## src/rtl/sine_nco.sv

```systemverilog
// sine_nco: multi-channel quarter-wave sine NCO with a 2-stage pipeline and valid/ready output.
// Optional feature macro: SINE_NCO_COS_EN adds a quadrature cosine output.
module sine_nco #(
  parameter int SINE_W     = 8,
  parameter int PHASE_W    = 16,
  parameter int LUT_ADDR_W = 5,
  parameter int NUM_CH     = 2
) (
  input  logic                      clock,
  input  logic                      reset_n,
  input  logic                      enable,
  input  logic                      load,
  input  logic [PHASE_W-1:0]        ftw,
  input  logic [NUM_CH*PHASE_W-1:0] phase_off,
  output logic                      out_valid,
  input  logic                      out_ready,
  output logic [NUM_CH*SINE_W-1:0]  sine
`ifdef SINE_NCO_COS_EN
  ,
  output logic [NUM_CH*SINE_W-1:0]  cosine
`endif
);

  localparam int LUT_N = 2 ** LUT_ADDR_W;
  localparam logic [PHASE_W-1:0] QUARTER = PHASE_W'(1'b1) << (PHASE_W - 2);

  typedef enum logic [1:0] {
    IDLE  = 2'd0,
    RUN   = 2'd1,
    DRAIN = 2'd2
  } state_t;

  // Half-sample offset keeps the mirrored quadrants symmetric without a duplicated endpoint.
  function automatic logic [SINE_W-1:0] lut_entry(input int k);
    real amp;
    real ang;
    amp = real'((2 ** (SINE_W - 1)) - 1);
    ang = 1.5707963267948966 * (real'(k) + 0.5) / real'(LUT_N);
    return SINE_W'($rtoi(amp * $sin(ang) + 0.5));
  endfunction

  function automatic logic [LUT_ADDR_W-1:0] fold_addr(input logic [PHASE_W-1:0] p);
    logic [LUT_ADDR_W-1:0] a;
    a = p[PHASE_W-3 -: LUT_ADDR_W];
    return p[PHASE_W-2] ? ~a : a;
  endfunction

  function automatic logic [SINE_W-1:0] apply_sign(input logic [SINE_W-1:0] mag, input logic neg);
    return neg ? (~mag + SINE_W'(1'b1)) : mag;
  endfunction

  logic [SINE_W-1:0]  lut_s [LUT_N];
  state_t             state_r;
  logic [PHASE_W-1:0] acc_r;
  logic [PHASE_W-1:0] ftw_q_r;
  logic               s1_valid_r;
  logic [SINE_W-1:0]  s1_mag_r [NUM_CH];
  logic [NUM_CH-1:0]  s1_neg_r;
  logic [SINE_W-1:0]  sin_mag_s [NUM_CH];
  logic [NUM_CH-1:0]  sin_neg_s;
  logic               stall_s;
  logic               advance_s;
`ifdef SINE_NCO_COS_EN
  logic [SINE_W-1:0]  c1_mag_r [NUM_CH];
  logic [NUM_CH-1:0]  c1_neg_r;
  logic [SINE_W-1:0]  cos_mag_s [NUM_CH];
  logic [NUM_CH-1:0]  cos_neg_s;
`endif

  for (genvar k = 0; k < LUT_N; k++) begin : g_lut
    assign lut_s[k] = lut_entry(k);
  end

  assign stall_s   = out_valid && !out_ready;
  assign advance_s = (state_r == RUN) && !stall_s;

  // Per-channel phase, quadrant fold and LUT read for the sample being issued.
  always_comb begin : phase_lookup
    logic [PHASE_W-1:0] p_v;
    p_v       = {PHASE_W{1'b0}};
    sin_neg_s = {NUM_CH{1'b0}};
`ifdef SINE_NCO_COS_EN
    cos_neg_s = {NUM_CH{1'b0}};
`endif
    for (int ch = 0; ch < NUM_CH; ch++) begin
      p_v           = acc_r + phase_off[ch*PHASE_W +: PHASE_W];
      sin_mag_s[ch] = lut_s[fold_addr(p_v)];
      sin_neg_s[ch] = p_v[PHASE_W-1];
`ifdef SINE_NCO_COS_EN
      p_v           = p_v + QUARTER;
      cos_mag_s[ch] = lut_s[fold_addr(p_v)];
      cos_neg_s[ch] = p_v[PHASE_W-1];
`endif
    end
  end

  // Run/drain state machine; DRAIN lets already-issued words leave before going idle.
  always_ff @(posedge clock or negedge reset_n) begin
    if (!reset_n) begin
      state_r <= IDLE;
    end else begin
      case (state_r)
        IDLE:    if (enable) state_r <= RUN;
        RUN:     if (!enable) state_r <= DRAIN;
        DRAIN: begin
          if (enable) state_r <= RUN;
          else if (!s1_valid_r && !out_valid) state_r <= IDLE;
        end
        default: state_r <= IDLE;
      endcase
    end
  end

  // Accumulator and both pipeline stages; load restarts and drops in-flight words, stall freezes all.
  always_ff @(posedge clock or negedge reset_n) begin
    if (!reset_n) begin
      acc_r      <= {PHASE_W{1'b0}};
      ftw_q_r    <= {PHASE_W{1'b0}};
      s1_valid_r <= 1'b0;
      s1_neg_r   <= {NUM_CH{1'b0}};
      out_valid  <= 1'b0;
      sine       <= {(NUM_CH*SINE_W){1'b0}};
      for (int ch = 0; ch < NUM_CH; ch++) s1_mag_r[ch] <= {SINE_W{1'b0}};
`ifdef SINE_NCO_COS_EN
      c1_neg_r   <= {NUM_CH{1'b0}};
      cosine     <= {(NUM_CH*SINE_W){1'b0}};
      for (int ch = 0; ch < NUM_CH; ch++) c1_mag_r[ch] <= {SINE_W{1'b0}};
`endif
    end else if (load) begin
      acc_r      <= {PHASE_W{1'b0}};
      ftw_q_r    <= ftw;
      s1_valid_r <= 1'b0;
      out_valid  <= 1'b0;
    end else if (!stall_s) begin
      s1_valid_r <= advance_s;
      out_valid  <= s1_valid_r;
      if (advance_s) begin
        acc_r    <= acc_r + ftw_q_r;
        s1_neg_r <= sin_neg_s;
        for (int ch = 0; ch < NUM_CH; ch++) s1_mag_r[ch] <= sin_mag_s[ch];
`ifdef SINE_NCO_COS_EN
        c1_neg_r <= cos_neg_s;
        for (int ch = 0; ch < NUM_CH; ch++) c1_mag_r[ch] <= cos_mag_s[ch];
`endif
      end
      if (s1_valid_r) begin
        for (int ch = 0; ch < NUM_CH; ch++) begin
          sine[ch*SINE_W +: SINE_W] <= apply_sign(s1_mag_r[ch], s1_neg_r[ch]);
`ifdef SINE_NCO_COS_EN
          cosine[ch*SINE_W +: SINE_W] <= apply_sign(c1_mag_r[ch], c1_neg_r[ch]);
`endif
        end
      end
    end
  end

endmodule

```

## config.mk

```make
export PLATFORM = sky130hd
export DESIGN_NAME = sine_nco
export DESIGN_NICKNAME = d
export VERILOG_FILES = /design/src/rtl/sine_nco.sv
export SDC_FILE = /design/constraint.sdc
export NUM_CORES = 1
export LEC_CHECK = 0
export CAP_MARGIN = 15
export CORE_ASPECT_RATIO = 1.25
export CORE_MARGIN = 3
export CORE_UTILIZATION = 50
export CTS_BUF_LIST = sky130_fd_sc_hd__clkbuf_8
export CTS_CLUSTER_SIZE = 12
export DETAILED_ROUTE_END_ITERATION = 6
export PLACE_DENSITY = 0.73
export SETUP_SLACK_MARGIN = 0.2
export SLEW_MARGIN = 20
export SYNTH_ARGS = -nofsm -noshare
export SYNTH_HDL_FRONTEND = slang
export SYNTH_SLANG_ARGS = --single-unit
```

## constraint.sdc

```tcl
create_clock -name clock -period 7.9 [get_ports clock]
set_clock_uncertainty 0.15 [all_clocks]
set_input_delay 1.975 -clock clock [delete_from_list [all_inputs] [get_ports clock]]
set_output_delay 1.975 -clock clock [all_outputs]
set_load 0.02 [all_outputs]
```

==> results of run 1 <==
power by group through the flow:
stage               logic, mW  registers (mW)  clock network [mW]
global placement         1.12           0.537                   0
global route             1.30           0.548               0.363
CTS                      1.16           0.535               0.348
floorplan               0.841           0.561                   0
finish                   1.16           0.532               0.342
detailed placement       1.16           0.542                   0
cell families after synthesis:
family | Yosys count | synth area share [%]
adder cells (fa/ha/maj) | 58 | 12.8
flip-flops | 68 | 29.8
AND/OR/NAND/NOR | 211 | 17.2
multiplexers | 38 | 7.29
buffers and inverters | 51 | 3.52
XOR/XNOR | 54 | 8.67
AO/OA/AOI/OAI | 176 | 20.7
tightest hold or removal path: stages, from the launching register on:
cell     delay [ns]
dfrtp_1        0.35
nand2_1        0.04
o21ai_0        0.06
layout by cell type (no fill, tap or decap), types with 6 or more instances in the layout:
| master | n |
|---|---|
| clkdlybuf4s50_1 | 68 |
| o31ai_1 | 6 |
| nand2b_1 | 9 |
| clkbuf_8 | 10 |
| nor2_1 | 49 |
| o211ai_1 | 9 |
| or3_1 | 6 |
| xor2_1 | 15 |
| xnor2_1 | 36 |
| mux2i_1 | 18 |
| o21ai_0 | 32 |
| a211oi_1 | 9 |
| nor2b_1 | 6 |
| inv_1 | 27 |
| nor3_1 | 20 |
| and3_1 | 6 |
| a31oi_1 | 7 |
| ha_1 | 57 |
| a21o_1 | 12 |
| a21oi_1 | 47 |
| dfrtp_1 | 68 |
| nand2_1 | 79 |
| o21bai_1 | 6 |
| mux2_2 | 19 |
| nand3_1 | 13 |
stage by stage:
stage | power [mW] | instances | cell area (um2) | util, %
after detailed placement | 1.70 | 840 | 6500 | 58.4
after floorplan | 1.40 | 656 | 5720 | -
final | 2.04 | 856 | 6740 | 60.5
after global placement | 1.66 | 840 | 6500 | 58.4
after global routing | 2.22 | 856 | 6740 | 60.5
after CTS | 2.05 | 856 | 6730 | 60.5
worst paths after layout:
path	slack [ns]	to	start
worst min register to register	0.33	sine[12]	sine[12]
worst min-delay path	0.33	sine[12]	sine[12]
max in group asynchronous	5.36	ftw_q_r[9]	reset_n
worst max register to register	3.23	s1_mag_r[3]	acc_r[1]
min in group asynchronous	1.64	s1_mag_r[0]	reset_n
worst max-delay path	1.71	s1_mag_r[3]	phase_off[17]
per-layer routing:
metal / up-vias / global-route usage (%) / wire length, um
li1: 2507 / - / -
met1: 2326 / 25.1 / 5350
met2: 118 / 38.5 / 6740
met3: 28 / 3.57 / 501
met4: 0 / 6.57 / 288
met5: - / 0 / 0
sequential cells by signal, indices dropped and copies added, names as in the netlist:
name,cells
acc_r,16
ftw_q_r,16
out_valid,1
s1_mag_r,14
s1_neg_r,2
s1_valid_r,1
sine,16
state_r,2
area by class of cell:
cell class | instances | area [um2]
Clock inverter | 6 | 95.1
Fill cell | 983 | 4400
Tap cell | 135 | 169
Sequential cell | 68 | 1700
Inverter | 27 | 101
Clock buffer | 10 | 138
Multi-Input combinational cell | 537 | 3820
Timing Repair Buffer | 73 | 716
==> parameters.txt, run 1 <==
Parameter                              Value

Finish
  Net total in the final layout    827
  Layout cells sized above 1    7.21%
  Number of antenna diodes    0
  Area grow syn2layout    17.9%

Floorplan
  Chip width    102 um
  Die Area    12800 um2
  Initial standard-cell utilization of the core    51.3%
  Area of the core region    11100 um2
  Die height    126 um
  Row count    43
  Number of I/O pins    70

Power and ir drop
  Clock group share of total power    16.8%
  Flop pwr share    26.1%
  Total net switching power    0.885 mW
  Pwr Density    302 nW/um2
  Relative contribution of combinational cells to total power    57.1%
  Static power due to leakage    3.03 nW
  Internal power summed over all cells    1.15 mW
  Peak ir drop on the vdd network    126 uV
  Switching share of total power    43.4%

GRT
  GRT Resource Usage Total    21.3%
  Antenna violations before repair    0
  Vias in the first global route    4830
  Overall overflow remaining after global route    0
  Global-route wire length before repair    22.1 mm
  Pin count of the biggest net entering global routing    69

Clock network
  # Post-CTS Setup Buffers    0
  Number of sinks handled by clock tree synthesis    68
  Number of buffers created by CTS    9
  Max Root-Sink Buffers    2
  Count of instances resized after the clock tree is built    0
  Clock-pin slew reported for the worst setup and hold paths after clock tree synthesis    0.08 ns
  TritonCTS clock tree    built
  Number of buffers inserted by hold repair at cts    0
  Depth of the CTS H-tree    3
  Clock latency reported for the late side of the worst-skew pair    0.36 ns
  Clock root buffer master    clkbuf_8

Worst setup path
  Count of buffering cells on the critical path with inverters included    3
  Worst setup SP type    primary input
  CP cell instances    clkdlybuf4s50_1, ha_1, and3_1, nor4_1, o31a_1, a211o_1, a2111oi_0, a211o_1, xnor2_1, inv_1, ha_1, inv_1, nor3_1, nor3_1, mux2i_1, a211oi_1
  Arrival @ worst endpoint    6.32 ns
  Required @ worst endpoint    8.02 ns
  R2R depth    15
  Crit path kind    in2reg
  CP max-delay cell    a211o_1
  Largest fanout of any net on the critical path    18
  Critical path's top delay family    compound AO/OA/AOI/OAI gates
  Endpoint class of the critical path    register
  CP Depth    16
  Largest stage delay, worst path    0.64 ns

Route
  Vias per cell    5.82
  Overall via count from detail_route    4979
  Final antenna-violating net count    0
  Drc violations    0
  Routed wirelength normalized by instance count    15.0 um
  Router iterations before antenna repair    6
  DRC violation total after the first TritonRoute iteration    272
  Final Routed Wirelength    12.9 mm

Synth
  Yosys warns    0
  Post-synthesis average cell area    8.71 um2
  Cell accounting for the most synthesized area    dfrtp_1
  Primary FF master, synth    dfrtp_1
  Post-synth EDFFs    0
  Distinct cell type count of the synthesized netlist    70
  Async set-reset flop share out of synthesis    100%
  Fraction of the yosys area taken by sequential cells    29.8%
  Most instantiated library cell after synthesis    nand2_1
  Leading post-synthesis cells by instance count    79 x nand2_1, 68 x dfrtp_1, 57 x ha_1
  Synthesis-stage register bit count    68
  Synthesized instance count    656
  Leading cell types by total area after synthesis    dfrtp_1 30%, ha_1 12%, xnor2_1 5.5%
  Area of the mapped netlist    5720 um2
  Number of nets in the synthesized netlist    767
  Share of the synthesized area in the top cell type    29.8%

Placed design
  Worst Setup Slack post-DPL    1.38 ns
  Detailed placement HPWL    10.1 mm
  Final GP Congestion    0.892
  Count of buffers from port buffering    69

Timing
  Final worst slack    1.71 ns
  Highest clock rate    0.161 GHz
  Transition time of the tightest slew-check pin    0.872 ns
  Relative slew margins    41.9%
  Fraction of the cycle the final worst path needs    78.4%
  RSZ-0062 raised after global routing    no
  Final Hold Fails    0
  Final Critical Period    6.19 ns
  Setup violators final    0
  Post-route worst hold slack    0.328 ns
  Total negative setup slack    0 ns
  Final count of pins violating max slew    0

Hold path
  Hold Path Class    reg2reg
  Hold Crit Depth    2

Outcome
  Status    finished, final reports clean

Job
  Number of max-cap violations    0
Note: power is estimated with default switching activity, not from simulation.
==> run 2, diff against run 1 <==
--- a/config.mk
+++ b/config.mk
@@ -12,7 +12,7 @@
 export CTS_BUF_LIST = sky130_fd_sc_hd__clkbuf_8
 export CTS_CLUSTER_SIZE = 12
 export DETAILED_ROUTE_END_ITERATION = 6
-export PLACE_DENSITY = 0.73
+export PLACE_DENSITY = 0.76
 export SETUP_SLACK_MARGIN = 0.2
 export SLEW_MARGIN = 20
 export SYNTH_ARGS = -nofsm -noshare
==> constraint.sdc (replaced) <==
create_clock -name clock -period 5.4 [get_ports clock]
set_clock_uncertainty 0.15 [all_clocks]
set_input_delay 1.35 -clock clock [delete_from_list [all_inputs] [get_ports clock]]
set_output_delay 1.35 -clock clock [all_outputs]
set_load 0.02 [all_outputs]
==> parameters.txt, run 2 (synthesis results as in run 1) <==
Parameter                              Value

Outcome
  Status    finished, final reports clean

Timing
  Transition time of the tightest slew-check pin    0.974 ns
  Total negative setup slack    0 ns
  Fraction of the cycle the final worst path needs    90.0%
  Final Critical Period    4.86 ns
  Setup violators final    0
  RSZ-0062 raised after global routing    no
  Highest clock rate    0.206 GHz
  Final count of pins violating max slew    0
  Relative slew margins    34.9%
  Final Hold Fails    0

Clock network
  Clock latency reported for the late side of the worst-skew pair    0.37 ns
  Max Root-Sink Buffers    2
  Number of buffers inserted by hold repair at cts    0
  Clock-pin slew reported for the worst setup and hold paths after clock tree synthesis    0.08 ns
  Number of sinks handled by clock tree synthesis    68
  Number of buffers created by CTS    9
  Depth of the CTS H-tree    3
  Clock root buffer master    clkbuf_8
  TritonCTS clock tree    built
  # Post-CTS Setup Buffers    0
  Count of instances resized after the clock tree is built    0

GRT
  GRT Resource Usage Total    22.3%
  Vias in the first global route    5026
  Pin count of the biggest net entering global routing    37
  Overall overflow remaining after global route    0
  Antenna violations before repair    0
  Global-route wire length before repair    23.2 mm

Placed design
  Final GP Congestion    0.937
  Detailed placement HPWL    10.9 mm
  Count of buffers from port buffering    69

Route
  Router iterations before antenna repair    6
  Final Routed Wirelength    13.7 mm
  Vias per cell    5.79
  DRC violation total after the first TritonRoute iteration    368
  Routed wirelength normalized by instance count    15.7 um
  Final antenna-violating net count    0
  Drc violations    0
  Overall via count from detail_route    5028

Finish
  Layout cells sized above 1    8.45%
  Area grow syn2layout    19.0%
  Net total in the final layout    840
  Number of antenna diodes    0
  Largest registers    acc_r (16), ftw_q_r (16), sine (16)
  Leading cell type in the layout, fill and taps excluded    nand2_1
  Fill count    981
  Commonest non-fill, non-tap cells in the layout    79 x nand2_1, 68 x dfrtp_1, 68 x clkdlybuf4s50_1

Worst setup path
  Largest fanout of any net on the critical path    6
  Endpoint class of the critical path    register
  Arrival @ worst endpoint    4.99 ns
  Worst setup SP type    primary input
  Crit path kind    in2reg
  Required @ worst endpoint    5.53 ns

Floorplan
  Die Area    12800 um2
  Die height    126 um
  Chip width    102 um
  Number of I/O pins    70
  Initial standard-cell utilization of the core    51.3%
  Area of the core region    11100 um2
  Row count    43

Power and ir drop
  Static power due to leakage    3.08 nW
  Peak ir drop on the vdd network    177 uV
  Total Power    3.00 mW
  Pwr Density    441 nW/um2

Hold path
  Hold Path Class    reg2reg

Job
  Number of max-cap violations    0
[run 2: path summary, 6_finish.rpt]
path	startpoint	endpoint	slack [ns]	cells past startpoint
worst min register to register	sine[15]	sine[15]	0.33	2
worst max register to register	acc_r[7]	s1_mag_r[3]	1.49	14
max in group asynchronous	reset_n	state_r[0]	3.28	2
worst min-delay path	sine[15]	sine[15]	0.33	2
worst max-delay path	phase_off[23]	s1_mag_r[3]	0.54	15
min in group asynchronous	reset_n	sine[10]	0.88	1
[run 2: area by class of cell]
type / instances / area, um2 / area share [%]
Clock inverter: 6 / 63.8 / 0.939
Inverter: 27 / 101 / 1.49
Clock buffer: 10 / 138 / 2.02
Sequential cell: 68 / 1700 / 25.0
Multi-Input combinational cell: 537 / 3810 / 56.1
Timing Repair Buffer: 86 / 813 / 12.0
Tap cell: 135 / 169 / 2.48
[run 2: stage by stage]
step,instances,worst slack (ns),hold WS [ns],instance area (um2),util [%]
6_report,869,0.542,0.330,6800,61.0
5_1_grt,869,0.320,0.361,6800,61.0
4_1_cts,869,0.614,0.337,6800,61.0
3_5_place_dp,853,0.262,0.320,6600,59.2
3_3_place_gp,853,0.346,0.307,6600,59.2
2_1_floorplan,656,0.634,0.295,5720,-
[run 2: worst max-delay path, cell delays in order]
cell	delay, ns
clkdlybuf4s50_1	0.41
ha_1	0.33
a21o_1	0.19
a21oi_1	0.22
nor2b_1	0.28
a211o_1	0.27
a2111oi_0	0.13
a211o_1	0.37
xnor2_1	0.39
ha_1	0.36
inv_1	0.12
nor3_1	0.06
nor3_1	0.19
mux2i_1	0.10
a211oi_1	0.23
[run 2: per-layer routing]
layer | vias to the layer above | track usage, % | wire [um]
met5 | - | 0 | 0
met4 | 0 | 6.26 | 253
met3 | 23 | 3.85 | 502
met2 | 111 | 40.6 | 7240
met1 | 2376 | 26.4 | 5670
li1 | 2518 | - | -
[run 2: report_power, final]
group / leakage, nW / internal (mW) / switching, mW
logic: 2.13 / 0.808 / 0.975
clock network: 0.104 / 0.226 / 0.211
registers: 0.839 / 0.651 / 0.127
